<file path="config.mk">
export PLATFORM = sky130hd
export DESIGN_NAME = fft_frame_sched_flat
export DESIGN_NICKNAME = d
export VERILOG_FILES = /design/src/rtl/fsched_pkg.sv /design/src/rtl/fft_frame_sched_if.sv /design/src/rtl/fsched_rr_arb.sv /design/src/rtl/fft_frame_sched.sv /design/src/flat_wrapper.sv
export SDC_FILE = /design/constraint.sdc
export NUM_CORES = 1
export LEC_CHECK = 0
export ABC_AREA = 1
export ABC_CLOCK_PERIOD_IN_PS = 2600
export CAP_MARGIN = 40
export CORE_ASPECT_RATIO = 1.25
export CORE_MARGIN = 1.5
export CORE_UTILIZATION = 45
export CTS_CLUSTER_SIZE = 16
export DETAILED_ROUTE_END_ITERATION = 10
export PLACE_DENSITY = 0.84
export SYNTH_ARGS = -nofsm -noshare
export SYNTH_HDL_FRONTEND = slang
export SYNTH_HIERARCHICAL = 1
export SYNTH_SLANG_ARGS = --single-unit
</file>
<file path="constraint.sdc">
create_clock -name clk -period 2.6 [get_ports clk]
set_input_delay 0.52 -clock clk [delete_from_list [all_inputs] [get_ports clk]]
set_output_delay 0.52 -clock clk [all_outputs]
set_load 0.02 [all_outputs]
</file>
<file path="src/rtl/fsched_pkg.sv">
// Shared types for the FFT frame scheduler: FSM states, channel count and
// channel index type, plus a small helper that names the "other" channel.
package fsched_pkg;

  localparam int unsigned NUM_CH = 2;

  typedef logic ch_idx_t;

  typedef enum logic [1:0] {
    IDLE     = 2'd0,
    FEED     = 2'd1,
    WAIT_OUT = 2'd2
  } state_t;

  // With two channels the alternate channel is simply the inverted index.
  function automatic ch_idx_t other_ch(input ch_idx_t c);
    return ~c;
  endfunction

endpackage

</file>
<file path="src/rtl/fft_frame_sched_if.sv">
// Bundle of everything the scheduler exchanges with the ADC FIFOs, the FFT
// core and the host. master = scheduler side, slave = environment side.
interface fft_frame_sched_if #(
  parameter int DATA_W = 8
);
  logic              sched_en;
  logic [1:0]        ch_en;
  logic [1:0]        ch_end;
  logic [1:0]        ch_empty;
  logic [DATA_W-1:0] ch0_data;
  logic [DATA_W-1:0] ch1_data;
  logic [1:0]        ch_rdreq;
  logic              sink_valid;
  logic              sink_sop;
  logic              sink_eop;
  logic [DATA_W-1:0] sink_real;
  logic              sink_ready;
  logic              source_valid;
  logic              source_sop;
  logic              source_eop;
  logic              source_ready;
  logic              frame_ch;
  logic              busy;
  logic              frame_done;
  logic              timeout_err;

  modport master (
    input  sched_en, ch_en, ch_end, ch_empty, ch0_data, ch1_data,
    input  sink_ready, source_valid, source_sop, source_eop,
    output ch_rdreq, sink_valid, sink_sop, sink_eop, sink_real,
    output source_ready, frame_ch, busy, frame_done, timeout_err
  );

  modport slave (
    output sched_en, ch_en, ch_end, ch_empty, ch0_data, ch1_data,
    output sink_ready, source_valid, source_sop, source_eop,
    input  ch_rdreq, sink_valid, sink_sop, sink_eop, sink_real,
    input  source_ready, frame_ch, busy, frame_done, timeout_err
  );
endinterface

</file>
<file path="src/rtl/fsched_rr_arb.sv">
// Two-way round-robin arbiter. The priority pointer names the channel that
// was not served last; it moves only when the scheduler accepts a grant.
module fsched_rr_arb
  import fsched_pkg::*;
(
  input  logic              clk,
  input  logic              rst_n,
  input  logic [NUM_CH-1:0] i_req,
  input  logic              i_adv,
  output ch_idx_t           o_gnt,
  output logic              o_gnt_vld
);

  ch_idx_t r_prio;

  // Grant the priority channel if it requests, otherwise the other one.
  always_comb begin
    o_gnt     = r_prio;
    o_gnt_vld = 1'b0;
    if (i_req[r_prio]) begin
      o_gnt     = r_prio;
      o_gnt_vld = 1'b1;
    end else if (i_req[other_ch(r_prio)]) begin
      o_gnt     = other_ch(r_prio);
      o_gnt_vld = 1'b1;
    end else begin
      o_gnt     = r_prio;
      o_gnt_vld = 1'b0;
    end
  end

  // After a grant is taken, the channel just served loses priority.
  always_ff @(posedge clk or negedge rst_n) begin
    if (!rst_n) begin
      r_prio <= 1'b0;
    end else if (i_adv) begin
      r_prio <= other_ch(o_gnt);
    end else begin
      r_prio <= r_prio;
    end
  end

endmodule

</file>
<file path="src/rtl/fft_frame_sched.sv">
// FFT frame scheduler: picks an ADC channel round-robin, streams exactly
// FRAME_LEN samples from its show-ahead FIFO into the FFT sink, then waits
// for the FFT source end-of-packet before the next frame.
// Optional WAIT_OUT watchdog: define FSCHED_TIMEOUT_EN to enable it.
module fft_frame_sched
  import fsched_pkg::*;
#(
  parameter int DATA_W    = 8,
  parameter int FRAME_LEN = 1024,
  parameter int TIMEOUT   = 8192
) (
  input  logic               clk,
  input  logic               rst_n,
  fft_frame_sched_if.master  bus
);

  localparam int CNT_W = $clog2(FRAME_LEN);
  localparam logic [CNT_W-1:0] LAST_CNT = CNT_W'(FRAME_LEN - 1);

  state_t            r_state;
  state_t            w_state_nxt;
  logic [CNT_W-1:0]  r_cnt;
  ch_idx_t           r_frame_ch;
  logic              r_frame_done;
  logic              r_timeout_err;

  logic [NUM_CH-1:0] w_req;
  ch_idx_t           w_gnt;
  logic              w_gnt_vld;
  logic              w_adv;
  logic              w_feed;
  logic              w_valid;
  logic              w_beat;
  logic              w_last;
  logic              w_src_eop;
  logic              w_done_set;
  logic              w_to_set;
  logic              w_to_hit;
  logic [DATA_W-1:0] w_head;
  logic              w_unused_sop;

  // source_sop carries no meaning for the scheduler; only eop ends a frame.
  assign w_unused_sop = bus.source_sop;

  assign w_req     = bus.ch_en & bus.ch_end & ~bus.ch_empty;
  assign w_feed    = (r_state == FEED);
  assign w_head    = r_frame_ch ? bus.ch1_data : bus.ch0_data;
  assign w_valid   = w_feed & ~bus.ch_empty[r_frame_ch];
  assign w_beat    = w_valid & bus.sink_ready;
  assign w_last    = (r_cnt == LAST_CNT);
  assign w_src_eop = (r_state == WAIT_OUT) & bus.source_valid & bus.source_eop;

  fsched_rr_arb u_arb (
    .clk      (clk),
    .rst_n    (rst_n),
    .i_req    (w_req),
    .i_adv    (w_adv),
    .o_gnt    (w_gnt),
    .o_gnt_vld(w_gnt_vld)
  );

`ifdef FSCHED_TIMEOUT_EN
  localparam int TO_W = $clog2(TIMEOUT + 1);
  logic [TO_W-1:0] r_wcnt;

  assign w_to_hit = (r_state == WAIT_OUT) & ~w_src_eop &
                    (r_wcnt == TO_W'(TIMEOUT - 1));

  // Count consecutive WAIT_OUT cycles; cleared whenever we are elsewhere.
  always_ff @(posedge clk or negedge rst_n) begin
    if (!rst_n) begin
      r_wcnt <= {TO_W{1'b0}};
    end else if ((r_state == WAIT_OUT) && !w_to_hit && !w_src_eop) begin
      r_wcnt <= r_wcnt + 1'b1;
    end else begin
      r_wcnt <= {TO_W{1'b0}};
    end
  end
`else
  logic w_unused_timeout;
  assign w_to_hit         = 1'b0;
  assign w_unused_timeout = (TIMEOUT == 32'sd0);
`endif

  // Next-state logic and the one-shot strobes that accompany transitions.
  always_comb begin
    w_state_nxt = r_state;
    w_adv       = 1'b0;
    w_done_set  = 1'b0;
    w_to_set    = 1'b0;
    case (r_state)
      IDLE: begin
        if (bus.sched_en && w_gnt_vld) begin
          w_state_nxt = FEED;
          w_adv       = 1'b1;
        end else begin
          w_state_nxt = IDLE;
        end
      end
      FEED: begin
        if (w_beat && w_last) begin
          w_state_nxt = WAIT_OUT;
        end else begin
          w_state_nxt = FEED;
        end
      end
      WAIT_OUT: begin
        if (w_src_eop) begin
          w_state_nxt = IDLE;
          w_done_set  = 1'b1;
        end else if (w_to_hit) begin
          w_state_nxt = IDLE;
          w_to_set    = 1'b1;
        end else begin
          w_state_nxt = WAIT_OUT;
        end
      end
      default: begin
        w_state_nxt = IDLE;
      end
    endcase
  end

  // State register.
  always_ff @(posedge clk or negedge rst_n) begin
    if (!rst_n) begin
      r_state <= IDLE;
    end else begin
      r_state <= w_state_nxt;
    end
  end

  // Beat counter: advances only on accepted beats, so stalls keep the count.
  always_ff @(posedge clk or negedge rst_n) begin
    if (!rst_n) begin
      r_cnt <= {CNT_W{1'b0}};
    end else if (w_beat) begin
      r_cnt <= w_last ? {CNT_W{1'b0}} : (r_cnt + 1'b1);
    end else begin
      r_cnt <= r_cnt;
    end
  end

  // Frame owner is captured when the grant is taken and held for the frame.
  always_ff @(posedge clk or negedge rst_n) begin
    if (!rst_n) begin
      r_frame_ch <= 1'b0;
    end else if (w_adv) begin
      r_frame_ch <= w_gnt;
    end else begin
      r_frame_ch <= r_frame_ch;
    end
  end

  // Completion and watchdog pulses, one cycle each in the following IDLE.
  always_ff @(posedge clk or negedge rst_n) begin
    if (!rst_n) begin
      r_frame_done  <= 1'b0;
      r_timeout_err <= 1'b0;
    end else begin
      r_frame_done  <= w_done_set;
      r_timeout_err <= w_to_set;
    end
  end

  assign bus.sink_valid   = w_valid;
  assign bus.sink_sop     = w_valid & (r_cnt == {CNT_W{1'b0}});
  assign bus.sink_eop     = w_valid & w_last;
  assign bus.sink_real    = w_feed ? w_head : {DATA_W{1'b0}};
  assign bus.ch_rdreq     = {w_beat & r_frame_ch, w_beat & ~r_frame_ch};
  assign bus.source_ready = (r_state != IDLE);
  assign bus.busy         = (r_state != IDLE);
  assign bus.frame_ch     = r_frame_ch;
  assign bus.frame_done   = r_frame_done;
  assign bus.timeout_err  = r_timeout_err;

endmodule

</file>
<file path="src/flat_wrapper.sv">
// flat-port wrapper written by rule: the top's interface ports become plain ports
module fft_frame_sched_flat import fsched_pkg::*;
#(
  parameter int DATA_W    = 8,
  parameter int FRAME_LEN = 1024,
  parameter int TIMEOUT   = 8192
)
  (clk, rst_n, bus_sched_en, bus_ch_en, bus_ch_end, bus_ch_empty, bus_ch0_data, bus_ch1_data, bus_sink_ready, bus_source_valid, bus_source_sop, bus_source_eop, bus_ch_rdreq, bus_sink_valid, bus_sink_sop, bus_sink_eop, bus_sink_real, bus_source_ready, bus_frame_ch, bus_busy, bus_frame_done, bus_timeout_err);
  fft_frame_sched_if #(.DATA_W(DATA_W)) bus_i ();
  input  logic clk;
  input  logic rst_n;
  input wire logic [$bits(bus_i.sched_en)-1:0] bus_sched_en;
  input wire logic [$bits(bus_i.ch_en)-1:0] bus_ch_en;
  input wire logic [$bits(bus_i.ch_end)-1:0] bus_ch_end;
  input wire logic [$bits(bus_i.ch_empty)-1:0] bus_ch_empty;
  input wire logic [$bits(bus_i.ch0_data)-1:0] bus_ch0_data;
  input wire logic [$bits(bus_i.ch1_data)-1:0] bus_ch1_data;
  input wire logic [$bits(bus_i.sink_ready)-1:0] bus_sink_ready;
  input wire logic [$bits(bus_i.source_valid)-1:0] bus_source_valid;
  input wire logic [$bits(bus_i.source_sop)-1:0] bus_source_sop;
  input wire logic [$bits(bus_i.source_eop)-1:0] bus_source_eop;
  output wire logic [$bits(bus_i.ch_rdreq)-1:0] bus_ch_rdreq;
  output wire logic [$bits(bus_i.sink_valid)-1:0] bus_sink_valid;
  output wire logic [$bits(bus_i.sink_sop)-1:0] bus_sink_sop;
  output wire logic [$bits(bus_i.sink_eop)-1:0] bus_sink_eop;
  output wire logic [$bits(bus_i.sink_real)-1:0] bus_sink_real;
  output wire logic [$bits(bus_i.source_ready)-1:0] bus_source_ready;
  output wire logic [$bits(bus_i.frame_ch)-1:0] bus_frame_ch;
  output wire logic [$bits(bus_i.busy)-1:0] bus_busy;
  output wire logic [$bits(bus_i.frame_done)-1:0] bus_frame_done;
  output wire logic [$bits(bus_i.timeout_err)-1:0] bus_timeout_err;
  assign bus_i.sched_en = bus_sched_en;
  assign bus_i.ch_en = bus_ch_en;
  assign bus_i.ch_end = bus_ch_end;
  assign bus_i.ch_empty = bus_ch_empty;
  assign bus_i.ch0_data = bus_ch0_data;
  assign bus_i.ch1_data = bus_ch1_data;
  assign bus_i.sink_ready = bus_sink_ready;
  assign bus_i.source_valid = bus_source_valid;
  assign bus_i.source_sop = bus_source_sop;
  assign bus_i.source_eop = bus_source_eop;
  assign bus_ch_rdreq = bus_i.ch_rdreq;
  assign bus_sink_valid = bus_i.sink_valid;
  assign bus_sink_sop = bus_i.sink_sop;
  assign bus_sink_eop = bus_i.sink_eop;
  assign bus_sink_real = bus_i.sink_real;
  assign bus_source_ready = bus_i.source_ready;
  assign bus_frame_ch = bus_i.frame_ch;
  assign bus_busy = bus_i.busy;
  assign bus_frame_done = bus_i.frame_done;
  assign bus_timeout_err = bus_i.timeout_err;
  fft_frame_sched #(.DATA_W(DATA_W), .FRAME_LEN(FRAME_LEN), .TIMEOUT(TIMEOUT)) u_core (.clk(clk), .rst_n(rst_n), .bus(bus_i));
endmodule
</file>
## Word level (Yosys, flattened, before mapping)

Cells that the tools add are included.

- Add/sub/neg operators: 1
- Magnitude comparators: 3
- Equality and inequality tests: 3
- Mux-type cells: 21
- Bitwise logic cells: 15
- Reductions and logical operators: 5

Operator list:

| operator | number |
|---|---|
| 8-bit two-way mux | 2 |
| 1-bit two-way mux | 15 |
| 10-bit by 1-bit adder with 10-bit output (second input constant) | 1 |
| 10-bit == test (second input constant) | 1 |
| 10-bit zero test | 1 |
| 10-bit two-way mux | 1 |
| 1-bit bitwise AND | 8 |
| 1-bit by 2-bit less-than comparator with 1-bit output (second input constant) | 3 |
| 2-bit case mux with 3 select lines | 1 |
| 2-bit bitwise AND | 2 |
| 2-bit two-way mux | 2 |
| 1-bit NOT | 4 |
| 2-bit by 1-bit == test with 1-bit output (second input constant) | 1 |
| 2-bit == test (second input constant) | 1 |
| 1-bit logical AND | 2 |
| 2-bit zero test | 1 |
| 2-bit NOT | 1 |
| 2-bit nonzero test | 1 |

- Register bits: 15
- Bits of input ports: 29
- Word-level logic and storage cells: 53

## Logic depth before layout (Yosys ltp)

Gate-level depths: netlist of run 1.

- Depth in word-level cells: 9
- Depth in mapped cells: 9
- Gate-level depth less buffers: 9

## By module

Netlist of run 1, hierarchy kept.

By module, submodules not included:

| module | times used | cells each | area an instance (sq um) | seq. area each (sq um) |
|---|---|---|---|---|
| fft_frame_sched | 1 | 149 | 1013.5 | 350.3 |
| fsched_rr_arb | 1 | 13 | 72.6 | 25.0 |

## Worst setup path before layout of run 1

OpenSTA, ideal clock, no wires.

- Path type: register -> output
- Start point: register u_core.r_frame_ch, in the netlist u_core/bus.frame_ch
- End point: output port bus_sink_sop
- Data arrival time: 1.428 ns
- Path slack: 0.652 ns
- Stages on the path, launching flop included: 5
- Path buffers: 1
- Cell sequence: dfrtp_1 buf_6 nand2_4 nand3_4 nor4_1

- Cells in the longest elaborated chain, start to end: 5

Ends and longest elaborated chain:

| item | RTL line | source |
|---|---|---|
| from (decl) | fft_frame_sched.sv:23 | `ch_idx_t r_frame_ch;` |
| from (signal assigned) | fft_frame_sched.sv:149 | `r_frame_ch <= w_gnt;` |
| from (signal assigned) | fft_frame_sched.sv:151 | `r_frame_ch <= r_frame_ch;` |
| 1-bit two-way mux (not written as such) (2 in a row) | fft_frame_sched.sv:48 | `assign w_valid = w_feed & ~bus.ch_empty[r_frame_ch];` |
| 1-bit NOT | fft_frame_sched.sv:48 |  |
| 1-bit bitwise AND | fft_frame_sched.sv:48 |  |
| 1-bit bitwise AND | fft_frame_sched.sv:167 | `assign bus.sink_sop = w_valid & (r_cnt == {CNT_W{1'b0}});` |
| to (decl) | flat_wrapper.sv:24 | `output wire logic [$bits(bus_i.sink_sop)-1:0] bus_sink_sop;` |

No other way between the ends. The select of a mux whose other input is x is not followed.

## Final worst setup path of run 1

- Start point: input port bus_ch_empty[0]
- End point: output port bus_sink_valid

- Cells in the longest elaborated chain, start to end: 4

Ends and longest elaborated chain:

| item | RTL line | source |
|---|---|---|
| from (decl) | flat_wrapper.sv:15 | `input wire logic [$bits(bus_i.ch_empty)-1:0] bus_ch_empty;` |
| 1-bit two-way mux (not written as such) (2 in a row) | fft_frame_sched.sv:48 |  |
| 1-bit NOT | fft_frame_sched.sv:48 |  |
| 1-bit bitwise AND | fft_frame_sched.sv:48 |  |
| to (decl) | flat_wrapper.sv:23 | `output wire logic [$bits(bus_i.sink_valid)-1:0] bus_sink_valid;` |

No other way between the ends. The select of a mux whose other input is x is not followed.

==> results of run 1 <==
[metal layers]
metal	global-route usage (%)	part of all wire, %	up-vias
li1	-	-	591
met1	26.2	37	564
met2	41.3	53	58
met3	5.92	8.8	8
met4	11.9	1.5	0
met5	0	0	-
[layout make-up]
class / count / area (µm²)
clock inverters: 1 / 5.00
repair buffers: 47 / 473
well taps: 31 / 38.8
inverters: 23 / 86.3
clock buffers: 3 / 22.5
fillers: 198 / 651
flip-flops and latches: 15 / 375
multi-input cells: 119 / 583
[where the power goes]
group	switching, mW	internal (mW)	leakage, nW
clock network	0.0759	0.0571	0.0177
registers	0.0653	0.301	0.179
logic	0.523	0.376	0.642
total	0.664	0.734	0.839
[flip-flops by register name, indices dropped and copies added (netlist names)]
register,cells
u_core/r_cnt,10
u_core/bus.frame_ch,1
u_core/bus.frame_done,1
u_core/r_state,2
u_core/u_arb/r_prio,1
[worst max-delay path, stage by stage]
cell and delay (ns):
clkdlybuf4s50_1 0.43, nand2_1 0.14, nand3_4 0.10, buf_4 0.15, inv_1 0.04, clkdlybuf4s50_1 0.61
[kinds of logic after synthesis]
group / after synthesis
compound gates: 15
simple gates: 98
fa+ha+maj: 2
buf+inv: 28
flops: 15
other cells: 1
xor+xnor: 3
[placed cells by master (no fill, tap or decap), types with 3 or more instances in the layout]
| master | n |
|---|---|
| a21oi_1 | 9 |
| clkbuf_4 | 3 |
| clkdlybuf4s50_1 | 40 |
| nand4_1 | 5 |
| o21ai_0 | 5 |
| nand2_1 | 55 |
| buf_4 | 3 |
| inv_1 | 22 |
| dfrtp_1 | 15 |
| nor2_1 | 20 |
| nand3_1 | 9 |
| dlymetal6s2s_1 | 4 |
[worst min-delay path by stage]
| stage | end | slack (ns) |
|---|---|---|
| after floorplan | u_core/bus.frame_ch$_DFFE_PN0P_ | 0.22 |
| after global placement | u_core/r_cnt[4]$_DFFE_PN0N_ | 0.52 |
| after detailed placement | u_core/r_cnt[4]$_DFFE_PN0N_ | 0.55 |
| after CTS | u_core/r_cnt[4]$_DFFE_PN0N_ | 0.57 |
| after global routing | u_core/r_cnt[8]$_DFFE_PN0N_ | 0.59 |
| final | u_core/r_cnt[8]$_DFFE_PN0N_ | 0.56 |
[per-stage QoR]
stage,utilization [%],setup slack [ns]
5_1_grt,70.9,0.0158
2_1_floorplan,-,0.652
3_3_place_gp,69.2,0.0741
3_5_place_dp,69.2,0.0589
6_report,70.9,0.0968
4_1_cts,70.4,0.0440
==> impl_metrics.csv, run 1 <==
group,metric,value,unit
yosys,yosysSeqAreaShare,34.6,%
yosys,synth_ff_type,"dfrtp_1",
hold_path,hp-class,"register to register",
timing,worst_pin_slew,0.667,ns
clock_tree,cts_inserted_buffers,3,
timing,whs,0.558,ns
yosys,synth_area_leader_cell,"dfrtp_1",
worst_setup_path,critPathMaxFanout,3,
clock_tree,clkTransAtPathRegs,0.09,ns
timing,hold_violations,0,
timing,setup_tns,0,ns
worst_setup_path,criticalPathCategory,"input port to output pin",
yosys,synth_top_family_by_area,"simple AND/OR/NAND/NOR gates",
yosys,synth-simple-area-share,40.9,%
routing,drc,0,
yosys,synthTopCellsByCount,"nand2_1 (55), inv_1 (22), nor2_1 (20), dfrtp_1 (15)",
yosys,yosys_warnings,6,
yosys,synth_compound_area_share,7.03,%
run,drv_cap,0,
worst_setup_path,crit_end,"bus_sink_valid",
global_route,grt_pass1_wl,4750,µm
timing,skew,0.00472,ns
cells_and_area,diodes,0,
worst_setup_path,required,2.08,ns
worst_setup_path,start_kind,"input port",
timing,drv_slew,0,
cells_and_area,drive_gt1_share,7.69,%
pwr,leakage,0.839,nW
yosys,ys_seq_elements,15,
clock_tree,postCtsResizedCells,0,
yosys,synth_edf_count,0,
place,place.gp.congestion,0.922,
worst_setup_path,r2r_end,"u_core/r_cnt[9]$_DFFE_PN0N_",
yosys,syn_inst,162,
worst_setup_path,rr_startpoint,"u_core/bus.frame_ch$_DFFE_PN0P_",
timing,fmax,0.399,GHz
cells_and_area,fin_area,1580,µm²
yosys,synthArstFlopShare,100,%
yosys,syn_area,1090,µm²
clock_tree,cts_tree,"done",
worst_setup_path,cp.arrival,1.98,ns
pwr,vdd_drop_max,0.857,mV
worst_setup_path,critPathLaunch,"bus_ch_empty[0]",
place,place_inst,235,
clock_tree,clockRootBuffer,"clkbuf_4",
floorplanning,core,2230,µm²
yosys,synth_fp_nets,193,
worst_setup_path,reg2regPathDepth,8,
timing,slew_headroom,55.4,%
yosys,synth-xor-area-share,3.11,%
hold_path,min-delay-start,"u_core/r_cnt[8]$_DFFE_PN0N_",
outcome,outcome,"finished clean",
cells_and_area,final_nets,240,
clock_tree,clk_latency,0.28,ns
timing,rsz0062_at_grt,"no",
place,io_buffers,44,
yosys,yosysMostFrequentCell,"nand2_1",
clock_tree,post_cts_buffers,0,
pwr,powerDensity,882,nW/µm²
global_route,antenna_found_initial,0,
place,hpwl,2280,µm
timing,finalCritPeriodShare,96.3,%
floorplanning,dieWidth,46.9,µm
yosys,synth_top_area_share,34.6,%
timing,setup_viol,0,
routing,drt_wl_total,2870,µm
routing,drt_iter0_drc,59,
worst_setup_path,endpoint_kind,"output pin",
hold_path,hold_depth,1,
clock_tree,cts.sinks,15,
routing,via_count,1221,
clock_tree,clockBufferDepth,2,
cells_and_area,final_cells,239,
yosys,synthDistinctLibCells,24,
global_route,grt_pass1_vias,1199,
pwr,total_power,1.40,mW
global_route,grt_start_max_net_pins,16,
yosys,synth_fa_ha_area_share,2.30,%
global_route,grt-ovfl-total,0,
global_route,grtUsageTotal,24.0,%
floorplanning,fp.dieH,57.9,µm
yosys,synth_area_leaders,"dfrtp_1 (35%), nand2_1 (19%), inv_1 (7.6%)",
routing,routed_via_density,5.11,
yosys,muxShareOfSynthArea,0,%
yosys,syn_area_per_cell,6.70,µm²
cells_and_area,area_growth,45.9,%
floorplanning,start_util,48.6,%
place,place_area,1550,µm²
floorplanning,rows,19,
routing,ant_nets,0,
timing,period_minus_slack,2.50,ns
routing,wl_per_cell,12.0,µm
floorplanning,die-area,2720,µm²
routing,drtPass1Iterations,5,
clock_tree,hold_buffers,0,
floorplanning,num_io_pins,47,
worst_setup_path,r2r_setup_slack,0.97,ns
clock_tree,cts_max_level,1,
No activity file was read; power rests on OpenSTA's default activity.
==> inputs of run 2 (changes only) <==
--- a/config.mk
+++ b/config.mk
@@ -9,7 +9,7 @@
 export ABC_CLOCK_PERIOD_IN_PS = 2600
 export CAP_MARGIN = 40
 export CORE_ASPECT_RATIO = 1.25
-export CORE_MARGIN = 1.5
+export CORE_MARGIN = 3
 export CORE_UTILIZATION = 45
 export CTS_CLUSTER_SIZE = 16
 export DETAILED_ROUTE_END_ITERATION = 10
==> run 2 against run 1 <==
  * Via count decreased by 1.5%
  * Flip-flop and latch count unchanged
  * Critical path type unchanged
  * Critical endpoint is now bus_sink_sop
  * Combinational power decreased by 1%
  * Highest routed layer unchanged
==> impl_metrics.csv, run 2 (synthesis results as in run 1) <==
group,metric,value,unit
outcome,outcome,"finished clean",
timing,rsz0062_at_grt,"no",
clock_tree,cts_tree,"done",
clock_tree,clockRootBuffer,"clkbuf_4",
worst_setup_path,critPathMaxStageDelay,0.64,ns
floorplanning,fp.dieH,60.9,µm
timing,setup_viol,0,
floorplanning,die-area,3040,µm²
floorplanning,start_util,48.1,%
cells_and_area,drive_gt1_share,7.69,%
run,drv_cap,0,
timing,setup_tns,0,ns
timing,hold_violations,0,
cells_and_area,largest_reg_flops,10,
place,place.gp.congestion,0.833,
pwr,total_power,1.39,mW
global_route,grt_pass1_vias,1232,
worst_setup_path,cp.arrival,1.99,ns
pwr,powerDensity,877,nW/µm²
worst_setup_path,slowest_stage,"clkdlybuf4s50_1",
routing,via_count,1203,
routing,drt_iter0_drc,15,
timing,worst_pin_slew,0.663,ns
cells_and_area,layout.cells.most_common_list,"nand2_1 (55), clkdlybuf4s50_1 (42), inv_1 (22)",
worst_setup_path,crit_chain,"clkdlybuf4s50_1 > nand2_1 > nand3_4 > nor4_1 > clkdlybuf4s50_1",
routing,wl_per_cell,11.6,µm
worst_setup_path,critPathMaxFanout,3,
clock_tree,cts_inserted_buffers,3,
worst_setup_path,critPathBufInv,2,
cells_and_area,reg_top3,"u_core/r_cnt: 10 flops, u_core/r_state: 2 flops",
timing,whs,0.553,ns
routing,drt_wl_total,2770,µm
worst_setup_path,path_delay_family,"buffers and inverters",
cells_and_area,multiInputGateArea,583,µm²
timing,slew_headroom,55.6,%
clock_tree,clockBufferDepth,2,
routing,ant_nets,0,
clock_tree,clk_latency,0.28,ns
pwr,vdd_drop_max,0.636,mV
clock_tree,cts_max_level,1,
global_route,grt_start_max_net_pins,16,
timing,drv_slew,0,
clock_tree,cts.sinks,15,
cells_and_area,diodes,0,
global_route,antenna_found_initial,0,
timing,period_minus_slack,2.51,ns
clock_tree,clkTransAtPathRegs,0.09,ns
place,hpwl,2370,µm
cells_and_area,final_nets,240,
pwr,leakage,0.803,nW
routing,routed_via_density,5.03,
cells_and_area,fillerInstances,202,
worst_setup_path,required,2.08,ns
timing,worst_slack,0.0886,ns
worst_setup_path,start_kind,"input port",
floorplanning,core,2260,µm²
worst_setup_path,criticalPathCategory,"input port to output pin",
worst_setup_path,path_common_cell,"clkdlybuf4s50_1",
floorplanning,num_io_pins,47,
timing,fmax,0.398,GHz
global_route,grt-ovfl-total,0,
worst_setup_path,r2r_setup_slack,0.99,ns
cells_and_area,ff_latch_area,375,µm²
worst_setup_path,endpoint_kind,"output pin",
timing,finalCritPeriodShare,96.6,%
floorplanning,dieWidth,49.9,µm
routing,drc,0,
global_route,grt_pass1_wl,4850,µm
timing,skew,0.00126,ns
hold_path,hp-class,"register to register",
global_route,grtUsageTotal,20.8,%
place,io_buffers,44,
routing,drtPass1Iterations,4,
place,dp_slack,0.0903,ns
cells_and_area,layout_commonest_cell,"nand2_1",
cells_and_area,area_growth,45.4,%
floorplanning,rows,19,
cells_and_area,top_register,"u_core/r_cnt",
## run 2: worst register-to-register path: cells and delay by family (launching register included)
kind                   cells  cell delay, ns
flip-flops                 1            0.36
buffers and inverters      2            0.32
AND/OR/NAND/NOR            6            0.85
## run 2: worst paths after layout
kind / from / end / cells past startpoint
setup / recovery: bus_ch_empty[0] / bus_sink_sop / 5
hold / removal: u_core/r_cnt[4]$_DFFE_PN0N_ / u_core/r_cnt[4]$_DFFE_PN0N_ / 2
setup reg to reg: u_core/bus.frame_ch$_DFFE_PN0P_ / u_core/r_state[0]$_DFF_PN0_ / 8
hold reg to reg: u_core/r_cnt[4]$_DFFE_PN0N_ / u_core/r_cnt[4]$_DFFE_PN0N_ / 2
max in group asynchronous: rst_n / u_core/r_cnt[8]$_DFFE_PN0N_ / 1
min in group asynchronous: rst_n / u_core/r_cnt[6]$_DFFE_PN0N_ / 1
## run 2: final cells by class
type | instances | area share (%)
multi-input combinational | 119 | 36.9
timing repair buffer | 47 | 29.6
sequential | 15 | 23.8
inverter | 23 | 5.47
tap | 31 | 2.46
clock buffer | 3 | 1.43
clock inverter | 1 | 0.317
## run 2: power by group
group          internal (mW)  switching (mW)  total, mW
Sequential             0.301          0.0635      0.365
Combinational          0.377           0.511      0.888
Clock                 0.0572          0.0750      0.132
Total                  0.735           0.650       1.39
## run 2: timing repair
item	4_1_cts	5_1_grt
hold endpoints to repair	0	0
hold buffers	0	0
resized for setup	0	2
setup buffers	0	0
setup endpoints to repair	0	2
## run 2: through the flow
stage	util (%)	instance area [µm²]	instances
global placement	68.5	1550	235
finish	69.9	1580	239
CTS	69.7	1570	239
floorplan	-	1090	162
global route	69.9	1580	239
detailed placement	68.5	1550	235
## run 2: layer usage
layer  track usage [%]  routed length (µm)
met3              5.90                 237
met2              41.6                1460
met5                 0                   0
met1              20.5                1030
met4              7.11                  37
